==> config.mk <==
export PLATFORM = sky130hd
export DESIGN_NAME = nand_to_other
export DESIGN_NICKNAME = d
export VERILOG_FILES = /design/src/rtl/gate_lib_pkg.sv /design/src/rtl/nand2_cell.sv /design/src/rtl/nand_to_other.sv
export SDC_FILE = /design/constraint.sdc
export NUM_CORES = 1
export LEC_CHECK = 0
export BUFFER_PORTS_ARGS = -buffer_cell sky130_fd_sc_hd__buf_2
export CORE_AREA = 2 2 39 41
export CTS_CLUSTER_SIZE = 24
export DETAILED_ROUTE_END_ITERATION = 8
export DIE_AREA = 0 0 41 43
export PLACE_DENSITY = 0.42
export SYNTH_ARGS = -nofsm -noshare
export SYNTH_HDL_FRONTEND = slang
export SYNTH_HIERARCHICAL = 1
export SYNTH_SLANG_ARGS = --single-unit
==> constraint.sdc <==
create_clock -name clk -period 0.8 [get_ports clk]
set_clock_uncertainty 0.2 [all_clocks]
set_input_delay 0.04 -clock clk [delete_from_list [all_inputs] [get_ports clk]]
set_output_delay 0.04 -clock clk [all_outputs]
set_load 0.05 [all_outputs]
==> src/rtl/gate_lib_pkg.sv <==
// Field layout of the registered gate snapshot bus shared by the gate-library leaves.
// Bit indices let consumers pick a single gate out of gates_q by name.
package gate_lib_pkg;

    localparam int GATES_W     = 6;

    localparam int IDX_A_NOT   = 0;
    localparam int IDX_B_NOT   = 1;
    localparam int IDX_AB_OR   = 2;
    localparam int IDX_AB_AND  = 3;
    localparam int IDX_AB_NAND = 4;
    localparam int IDX_AB_NOR  = 5;

endpackage

==> src/rtl/nand2_cell.sv <==
// Purpose: 2-input NAND primitive, the only gate used to build the library's logic functions.
// Latency: combinational, zero cycles.
// Backpressure: none; pure combinational leaf.
module nand2_cell (
    input  logic a,
    input  logic b,
    output logic y
);

    assign y = ~(a & b);

endmodule

==> src/rtl/nand_to_other.sv <==
// Purpose: derives NOT/OR/AND/NAND/NOR of a and b from NAND cells only, plus a registered snapshot.
// Latency: gate outputs are combinational; gates_q lags the gate outputs by one clk cycle.
// Backpressure: none; gates_q reloads on every rising clk edge while rst is low.
module nand_to_other
    import gate_lib_pkg::*;
(
    output logic               a_not,
    output logic               b_not,
    output logic               ab_or,
    output logic               ab_and,
    output logic               ab_nand,
    output logic               ab_nor,
    input  logic               a,
    input  logic               b,
    input  logic               clk,
    input  logic               rst,
    output logic [GATES_W-1:0] gates_q
);

    nand2_cell u_a_not   (.a(a),       .b(a),       .y(a_not));
    nand2_cell u_b_not   (.a(b),       .b(b),       .y(b_not));
    nand2_cell u_ab_nand (.a(a),       .b(b),       .y(ab_nand));
    nand2_cell u_ab_and  (.a(ab_nand), .b(ab_nand), .y(ab_and));
    // De Morgan: a | b == ~(~a & ~b)
    nand2_cell u_ab_or   (.a(a_not),   .b(b_not),   .y(ab_or));
    nand2_cell u_ab_nor  (.a(ab_or),   .b(ab_or),   .y(ab_nor));

    always_ff @(posedge clk or posedge rst) begin
        if (rst) begin
            gates_q <= '0;
        end else begin
            gates_q[IDX_A_NOT]   <= a_not;
            gates_q[IDX_B_NOT]   <= b_not;
            gates_q[IDX_AB_OR]   <= ab_or;
            gates_q[IDX_AB_AND]  <= ab_and;
            gates_q[IDX_AB_NAND] <= ab_nand;
            gates_q[IDX_AB_NOR]  <= ab_nor;
        end
    end

endmodule

==> run_results.csv <==
group,metric,value,unit
critical_path,critical_path.startpoint_type,"flop",
sta,setup-violations-final,6,
floorplan,fp.dieW,41,µm
floorplan,rows,14,
final_layout,layout.cells.most_common,"buf_6",
routing,wl,393,µm
critical_path,critical_path.slowest_cell,"dfrtp_2",
logic_synthesis,synthesis.yosys.warnings,6,
grt,groute.usage.overall,0.0619,
critical_path,worstPathRequired,0.56,ns
grt,global_route_wire_length_before_repair,641,µm
routing,drt.antenna.violating_nets,0,
critical_path,critPathBufInv,1,
floorplan,core_area,1380,µm²
cts,htree_num_levels,1,
place,place_congestion,0.588,
logic_synthesis,synth.ff_latch_count,6,
final_layout,finalInstanceArea,433,µm²
job,max-cap-violations,0,
critical_path,worstPathArrival,0.78,ns
final_layout,syn_to_final_growth,145,%
routing,drcViolationCount,0,
power_and_ir_drop,ir_drop,0.000564,V
sta,timing.slew.headroom,0.836,
cts,cts.reportedPaths.clkPinSlew,0.05,ns
floorplan,floorplan.die.height,43,µm
power_and_ir_drop,power.sequential.fraction,0.365,
grt,grt_pass1_vias,184,
final_layout,final_core_utilization,0.313,
power_and_ir_drop,pwr-share-comb,0.314,
logic_synthesis,postSynthAreaPerCell,13.6,µm²
place,port_buffers,15,
place,pre_cts_ws,-0.126,ns
routing,count_of_routing_violations_after_the_opening_detailed_route_iteration,0,
cts,cts_sinks,6,
floorplan,die_area,1760,µm²
status,failed_checks,"negative hold slack, negative setup slack",
final_layout,antennaDiodeCount,0,
critical_path,critPathCaptureType,"output port",
final_layout,max_flop_register,"gates_q",
logic_synthesis,syn_area,176,µm²
hold_path,min-delay-path-class,"primary input to flop",
critical_path,critPathMaxFanout,1,
routing,route.detailed.vias_per_inst,3.22,
power_and_ir_drop,power_switching_share,0.337,
power_and_ir_drop,power.net_switching,0.000309,W
critical_path,timing.critical_path.cells,"buf_6",
sta,post-route-period-util,1.28,
routing,detail_route.wl_per_cell,8.02,µm
final_layout,finish.net_count,38,
sta,setup_slack,-0.223,ns
sta,timing.final.crit_period,1.02,ns
sta,rsz_0062_raised_after_global_routing,"yes",
sta,slew_viol_final,0,
sta,worstMarginPinSlew,0.247,ns
final_layout,largest_reg_flops,6,
final_layout,drive_gt1_frac,0.879,
cts,clock_buffer_count_from_cts,3,
sta,timing.setup.tns,-1.28,ns
status,result_of_the_run,"finished, violations left",
place,placement.cell_area,332,µm²
sta,hold_viol,6,
place,dp_hpwl,320,µm
sta,maximum_frequency_from_static_timing_analysis,977,MHz
power_and_ir_drop,cellInternalPower,0.000607,W
critical_path,timing.critical_path.max_delay_family,"flip-flops",
cts,cts-hold-fix-buffers,1,
grt,grt-ovfl-total,0,
critical_path,path_class,"flop to output port",
power_and_ir_drop,p_leak,0.206,nW
logic_synthesis,synth.net_count,17,
power_and_ir_drop,clock_power_share,0.321,
cts,tritoncts,"built",
critical_path,timing.critical_path.slowest_cell_delay,0.39,ns
sta,whs,-0.184,ns
grt,grt_max_degree,7,
logic_synthesis,ys_seq_area_frac,0.851,
logic_synthesis,syn_inst,13,
final_layout,mostFrequentLayoutCells,"buf_6 (8), dfrtp_2 (5), nand2_4 (5), clkbuf_4 (4), buf_2 (4)",
logic_synthesis,synth.distinct_cells,3,
power_and_ir_drop,power_per_cell_area,2120,nW/µm²
routing,drt-pass1-iter-count,1,
final_layout,largest_registers,"gates_q: 6 flops",
cts,root_buffer,"clkbuf_4",
floorplan,design.portCount,16,
grt,grt_antenna_before_repair,0,
floorplan,starting_density_of_the_core,0.127,
routing,detailroute.via_count,158,
cts,cts.path.max_buffers,2,
## cell type report
cell class | instances | area, µm²
Tap cell | 16 | 20.0
Sequential cell | 6 | 156
Inverter | 1 | 3.75
Fill cell | 145 | 951
Multi-Input combinational cell | 6 | 76.3
Timing Repair Buffer | 16 | 150
Clock buffer | 4 | 26.3
## worst paths after layout
kind                                 startpoint              endpoint  slack (ns)  cells past startpoint
min in group asynchronous                   rst  gates_q[4]$_DFF_PP0_        0.04                      3
worst min-delay path                          b  gates_q[4]$_DFF_PP0_       -0.18                      2
worst max-delay path       gates_q[4]$_DFF_PP0_            gates_q[4]       -0.22                      1
max in group asynchronous                   rst  gates_q[2]$_DFF_PP0_        0.16                      3
## per-layer routing
layer	global-route usage	vias to the layer above	routed length [µm]
met1	0.0565	72	116
met3	0.0157	0	30
met5	0	-	0
li1	-	79	-
met2	0.0813	7	245
met4	0.100	0	0
## logic make-up after synthesis
| logic type | synth area share |
|---|---|
| AND/OR/NAND/NOR | 0.128 |
| buffers and inverters | 0.0213 |
| flip-flops | 0.851 |
## cell usage after synthesis
library cell	n	area, µm²
dfrtp_1	6	150
nand2_1	6	22.5
inv_1	1	3.75
## repair_timing
| action | in CTS | in global routing |
|---|---|---|
| hold endpoints to repair | 12 | 6 |
| gates cloned | 0 | 0 |
| gates resized for setup | 20 | 1 |
| pin swaps | 4 | 0 |
| endpoints found under the setup margin | 12 | 7 |
| buffers inserted | 0 | 0 |
## power groups by stage
stage / Combinational [W] / Sequential (W) / Clock (W)
2_1_floorplan: 0.000116 / 0.000405 / 0
3_3_place_gp: 0.000243 / 0.000333 / 0
3_5_place_dp: 0.000244 / 0.000334 / 0
4_1_cts: 0.000289 / 0.000334 / 0.000313
5_1_grt: 0.000299 / 0.000336 / 0.000323
6_report: 0.000288 / 0.000334 / 0.000294
## metrics by stage
step,total power (W),instances,hold WS [ns]
after detailed placement,0.000579,44,-0.246
after CTS,0.000936,49,-0.192
after floorplan,0.000521,13,-0.369
after global routing,0.000959,49,-0.187
final,0.000916,49,-0.184
after global placement,0.000576,44,-0.250
No activity file was read; power rests on OpenSTA's default activity.
